## src/rtl/timer_counter_pkg.sv

```systemverilog
// Shared types for the memory-mapped timer/counter: FSM states, register
// offsets, CTRL field layout and MODE encodings.
package timer_counter_pkg;

    localparam int unsigned DATA_W = 32;
    localparam int unsigned CTRL_W = 4;

    typedef enum logic [1:0] {
        ST_IDLE = 2'd0,
        ST_LOAD = 2'd1,
        ST_CNT  = 2'd2,
        ST_INT  = 2'd3
    } state_e;

    typedef enum logic [1:0] {
        REG_CTRL   = 2'd0,
        REG_PRESET = 2'd1,
        REG_COUNT  = 2'd2,
        REG_RSVD   = 2'd3
    } reg_e;

    typedef enum logic [1:0] {
        MODE_ONESHOT = 2'b00,
        MODE_RELOAD  = 2'b01,
        MODE_RSVD2   = 2'b10,
        MODE_RSVD3   = 2'b11
    } mode_e;

    // CTRL layout: [3] IM, [2:1] MODE, [0] EN
    typedef struct packed {
        logic  im;
        mode_e mode;
        logic  en;
    } ctrl_t;

    // Only 01 reloads; the two unused encodings fall back to one-shot.
    function automatic logic is_reload(input mode_e mode);
        return mode == MODE_RELOAD;
    endfunction

endpackage

```

## src/rtl/timer_counter.sv

```systemverilog
// Bus-mapped down-counting timer with one-shot / auto-reload modes and a
// maskable interrupt flag.
module timer_counter
    import timer_counter_pkg::*;
#(
    parameter int unsigned ADDR_W = 30
) (
    input  logic              clk,
    input  logic              reset,
    input  logic [ADDR_W-1:0] addr,
    input  logic              wEn,
    input  logic [DATA_W-1:0] wData,
    output logic [DATA_W-1:0] rData,
    output logic              irq
);

    state_e            state_q,    state_d;
    ctrl_t             ctrl_q,     ctrl_d;
    logic [DATA_W-1:0] preset_q,   preset_d;
    logic [DATA_W-1:0] count_q,    count_d;
    logic              irq_flag_q, irq_flag_d;

    reg_e              reg_sel;
    logic              unused_addr_hi;

    // The bridge zeroes the address when unselected, so only the low bits decode.
    assign reg_sel        = reg_e'(addr[1:0]);
    assign unused_addr_hi = ^addr[ADDR_W-1:2];

    always_ff @(posedge clk or posedge reset) begin
        if (reset) begin
            state_q    <= ST_IDLE;
            ctrl_q     <= '0;
            preset_q   <= '0;
            count_q    <= '0;
            irq_flag_q <= 1'b0;
        end else begin
            state_q    <= state_d;
            ctrl_q     <= ctrl_d;
            preset_q   <= preset_d;
            count_q    <= count_d;
            irq_flag_q <= irq_flag_d;
        end
    end

    // Period sequencing followed by software writes, so a CTRL write overrides
    // both the one-shot EN clear and any flag set in the same cycle.
    always_comb begin
        state_d    = state_q;
        ctrl_d     = ctrl_q;
        preset_d   = preset_q;
        count_d    = count_q;
        irq_flag_d = irq_flag_q;

        case (state_q)
            ST_IDLE: begin
                if (ctrl_q.en) begin
                    state_d = ST_LOAD;
                end
            end
            ST_LOAD: begin
                count_d = preset_q;
                state_d = ST_CNT;
            end
            ST_CNT: begin
                if (!ctrl_q.en) begin
                    state_d = ST_IDLE;
                end else if (count_q > DATA_W'(1)) begin
                    count_d = count_q - DATA_W'(1);
                end else begin
                    count_d    = '0;
                    irq_flag_d = 1'b1;
                    state_d    = ST_INT;
                end
            end
            ST_INT: begin
                state_d = ST_IDLE;
                if (is_reload(ctrl_q.mode)) begin
                    irq_flag_d = 1'b0;
                end else begin
                    ctrl_d.en = 1'b0;
                end
            end
            default: begin
                state_d = ST_IDLE;
            end
        endcase

        if (wEn) begin
            case (reg_sel)
                REG_CTRL: begin
                    ctrl_d     = ctrl_t'(wData[CTRL_W-1:0]);
                    irq_flag_d = 1'b0;
                end
                REG_PRESET: begin
                    preset_d = wData;
                end
                default: begin
                end
            endcase
        end
    end

    always_comb begin
        rData = '0;
        case (reg_sel)
            REG_CTRL:   rData = DATA_W'(ctrl_q);
            REG_PRESET: rData = preset_q;
            REG_COUNT:  rData = count_q;
            default:    rData = '0;
        endcase
    end

    assign irq = irq_flag_q & ctrl_q.im;

endmodule

```

## config.mk

```make
export PLATFORM = sky130hd
export DESIGN_NAME = timer_counter
export DESIGN_NICKNAME = d
export VERILOG_FILES = /design/src/rtl/timer_counter_pkg.sv /design/src/rtl/timer_counter.sv
export SDC_FILE = /design/constraint.sdc
export NUM_CORES = 1
export LEC_CHECK = 0
export ABC_AREA = 1
export CORE_MARGIN = 4
export CORE_UTILIZATION = 30
export CTS_BUF_LIST = sky130_fd_sc_hd__clkbuf_2 sky130_fd_sc_hd__clkbuf_4 sky130_fd_sc_hd__clkbuf_8
export DETAILED_ROUTE_END_ITERATION = 8
export GPL_TIMING_DRIVEN = 0
export PLACE_DENSITY = 0.54
export SYNTH_ARGS = -nofsm -noshare
export SYNTH_HDL_FRONTEND = slang
export SYNTH_SLANG_ARGS = --single-unit
export TNS_END_PERCENT = 100
```

## constraint.sdc

```tcl
create_clock -name clk -period 6.5 [get_ports clk]
set_input_delay 1.625 -clock clk [delete_from_list [all_inputs] [get_ports clk]]
set_output_delay 1.625 -clock clk [all_outputs]
set_load 0.005 [all_outputs]
```

# Word level (Yosys, flattened, before mapping)
# Cells that the tools add are included.
[totals]
regBits = 71
elab_cells = 44
out_inout_bits = 33
[op_classes]
eq_ne = 9
n_addsub = 1
n_bitwise = 1
n_mux = 18
n_reduce_logical = 7
order_cmp = 1
[op_table]
columns = ["cell", "n"]
rows = [
  ["$pmux W32 S3", 1],
  ["$mux W32", 2],
  ["$pmux W32 S2", 1],
  ["$gt A32 B1 Y1 const B", 1],
  ["$sub A32 B1 Y32 const B", 1],
  ["$mux W1", 9],
  ["$pmux W2 S4", 1],
  ["$reduce_and A2 Y1", 4],
  ["$eq A2 B1 Y1 const B", 3],
  ["$eq A2 B2 Y1 const B", 3],
  ["$mux W2", 3],
  ["$logic_not A2 Y1", 2],
  ["$ne A2 B2 Y1 const B", 2],
  ["$ne A3 B3 Y1 const B", 1],
  ["$pmux W1 S2", 1],
  ["$reduce_bool A2 Y1", 1],
  ["$and A1 B1 Y1", 1],
]

# Longest topological paths before layout
[logic_depth]
depth_word = 6
depth_mapped = 12
depth_no_buf = 12

# Worst setup path after synthesis
# OpenSTA, ideal clock, no wires.
[synth_timing]
path_type = "input to output"
startpoint = "in addr[0]"
endpoint = "out rData[12]"
path_slack_ns = 2.486
t_required_ns = 4.875
arrival_ns = 2.389
cell_stages = 5
cell_sequence = "inv_1 > nor2_2 > inv_1 > clkbuf_1 > o21ai_0"
[synth_between]
elab_chain_len = 2
word_cells_on_any_way = 4
[synth_lines]
columns = ["element", "line_no", "source"]
rows = [
  ["start: declaration", "timer_counter.sv:10", "input logic [ADDR_W-1:0] addr,"],
  ["$eq A2 B2 Y1, or another cell as far along", "timer_counter.sv:106", "case (reg_sel)"],
  ["$pmux W32 S3 *", "timer_counter.sv:106", ""],
  ["end: declaration", "timer_counter.sv:13", "output logic [DATA_W-1:0] rData,"],
]
# Every way passes the cells marked *; elsewhere a longest branch is shown, timed or not.

# Final worst setup path
[layout_timing]
startpoint = "in addr[0]"
endpoint = "out rData[22]"
# Same word-level chain as after synthesis.

==> results.json <==
{
  "wl_per_cell_um": 16.2,
  "drt_wl_total_um": 14200,
  "hold_viol": 0,
  "gr-usage-all-layers": 0.179,
  "wl_met1_um": 6790,
  "cts_resized": 0,
  "synth_flop_cell": "dfrtp_1",
  "start_util": 0.309,
  "root_buffer": "clkbuf_8",
  "cp-end-kind": "primary output",
  "fin_crit_ns": 5.62,
  "p_int_uw": 1130,
  "p_leak_uw": 0.00251,
  "die-area_sq_mm": 0.0165,
  "grt_pass1_wl_um": 22900,
  "finClkSkew_ns": 0.00784,
  "p_per_area_mw_per_mm2": 375,
  "fillers": 1511,
  "path_clk_slew_ns": 0.08,
  "combPwrFrac": 0.459,
  "post-route-cell-area_sq_mm": 0.00548,
  "synthDistinctLibCells": 32,
  "port_buffers": 69,
  "via_per_inst": 4.81,
  "grt_pass1_vias": 4295,
  "dr_total_vias": 4213,
  "clock.fmax_mhz": 178,
  "cp-start-kind": "input pin",
  "syn_nets": 677,
  "crit_path_max_fanout": 10,
  "rsz0062_at_grt": "false",
  "ctsHoldBuffers": 0,
  "chipHeight_um": 128,
  "route.met2.wl_um": 6470,
  "max_slew_margin": 0.521,
  "yosysWarnings": 0,
  "setup_tns_ns": 0,
  "peakVddDrop_v": 0.000108,
  "crit_path_start": "addr[0]",
  "critPathArrivalTime_ns": 3.99,
  "route.met3.wl_um": 643,
  "core_area_sq_mm": 0.0140,
  "yosys.area.top_type": "dfrtp_1",
  "cts_max_path_buffers": 2,
  "worstMarginPinSlew_ns": 0.718,
  "critPathKind": "input pin to primary output",
  "cts_tree": "done",
  "yosysMostFrequentCell": "nand2_1",
  "row_count": 43,
  "clkPwrFrac": 0.180,
  "synth_top_area_frac": 0.409,
  "sw_frac_of_total": 0.451,
  "clk_latency_ns": 0.37,
  "post_dp_cell_area_sq_mm": 0.00528,
  "dr.pass1.iters": 5,
  "outcome": "completed",
  "p_sw_uw": 926,
  "synthCells": 610,
  "ctsHtreeMaxLevel": 3,
  "ys_seq_elements": 71,
  "grt_max_degree": 41,
  "antenna_cells": 0,
  "cap_violations": 0,
  "ys_top_cells_by_area": "dfrtp_1, nand2_1, nor2_1, inv_1, o21ai_0",
  "post_cts_buffers": 0,
  "async_flop_share": 1.00,
  "layout.nets": 758,
  "hold_start": "preset_q[1]",
  "gp_congestion": 0.901,
  "final_antenna_net_count": 0,
  "drive_above_1_share": 0.0733,
  "grt-ovfl-total": 0,
  "synth_edf_count": 0,
  "worstHoldPathType": "flip-flop to flip-flop",
  "reg2reg_from": "count_q[0]",
  "antenna_found_initial": 0,
  "die-width_um": 128,
  "ys_seq_area_frac": 0.409,
  "critical_path_required_ns": 4.88,
  "setup_violations": 0,
  "syn_area_sq_mm": 0.00435,
  "area_growth_pct": 26.1,
  "top_layer": "met4",
  "numCtsBuffers": 9,
  "drt_iter0_markers": 360,
  "final_max_slew_viol_count": 0,
  "pin_count": 98,
  "fin_crit_sh": 0.864,
  "cts.sinks": 71,
  "p_seq_frac": 0.361,
  "synth_common_cells": "nand2_1, nor2_1, dfrtp_1",
  "drc": 0,
  "dp.final_hpwl_um": 10600,
  "syn_area_per_cell_sq_um": 7.12
}
-- registers in the layout, indices dropped and copies added (netlist names) --
name,flops
count_q,32
preset_q,32
ctrl_q,4
state_q,2
irq_flag_q,1
-- power by group through the flow --
stage	Sequential (uW)	Clock, uW	Combinational [uW]
after global routing	760	400	1060
after floorplan	698	0	649
after CTS	738	382	945
after detailed placement	744	0	938
after global placement	740	0	923
final	741	371	942
-- layout make-up --
| class | instances | area, sq um | share of cell area |
|---|---|---|---|
| inverter | 69 | 262 | 0.0477 |
| tap | 180 | 225 | 0.0411 |
| clock inverter | 6 | 60.1 | 0.0110 |
| sequential | 71 | 1780 | 0.324 |
| timing repair buffer | 70 | 711 | 0.130 |
| buffer | 22 | 101 | 0.0185 |
| multi-input combinational | 448 | 2210 | 0.403 |
| clock buffer | 10 | 138 | 0.0251 |
-- cells by family after synthesis --
logic type | synth area share
simple gates | 0.317
buf+inv | 0.0829
flops | 0.409
xor+xnor | 0.0403
compound gates | 0.130
fa+ha+maj | 0.00576
mux | 0.0155
-- per-stage QoR --
step	setup slack, ns	hold slack (ns)	std cells	util	total power (uW)
final	0.882	0.508	876	0.390	2050
after global routing	0.746	0.531	876	0.390	2220
after CTS	0.846	0.506	876	0.390	2070
after detailed placement	0.853	0.486	860	0.376	1680
after global placement	0.845	0.471	859	0.375	1660
after floorplan	2.49	0.453	610	-	1350
-- placed cells by master, fill, tap and decap left out, types with 6 or more instances in the layout --
cell type and count:
a21oi_1 27, clkbuf_8 10, dfrtp_1 71, nor2_1 91
clkdlybuf4s50_1 69, mux2_2 6, nor2_4 6, nand3_1 32
o21ai_0 38, o22ai_1 23, clkbuf_1 17, xor2_1 19
nand2_1 170, inv_1 67
-- routing by layer --
| layer | track usage | vias up |
|---|---|---|
| li1 | - | 2104 |
| met1 | 0.245 | 1974 |
| met2 | 0.291 | 113 |
| met3 | 0.0257 | 22 |
| met4 | 0.0630 | 0 |
| met5 | 0 | - |
-- critical path: stages --
cell,delay (ns)
clkdlybuf4s50_1,0.47
inv_1,0.07
nor2_2,0.30
inv_1,0.27
clkbuf_1,0.37
o21ai_0,0.33
clkdlybuf4s50_1,0.56
-- path summary, 6_finish.rpt --
| path | endpoint | slack, ns | cells after the start |
|---|---|---|---|
| max reg2reg | count_q[5] | 4.35 | 12 |
| min reg2reg | preset_q[1] | 0.51 | 2 |
| max | rData[22] | 0.88 | 7 |
| max in group asynchronous | preset_q[13] | 4.30 | 3 |
| min in group asynchronous | preset_q[2] | 1.61 | 2 |
| min | preset_q[1] | 0.51 | 2 |
Power figures use the tool's default switching activity.
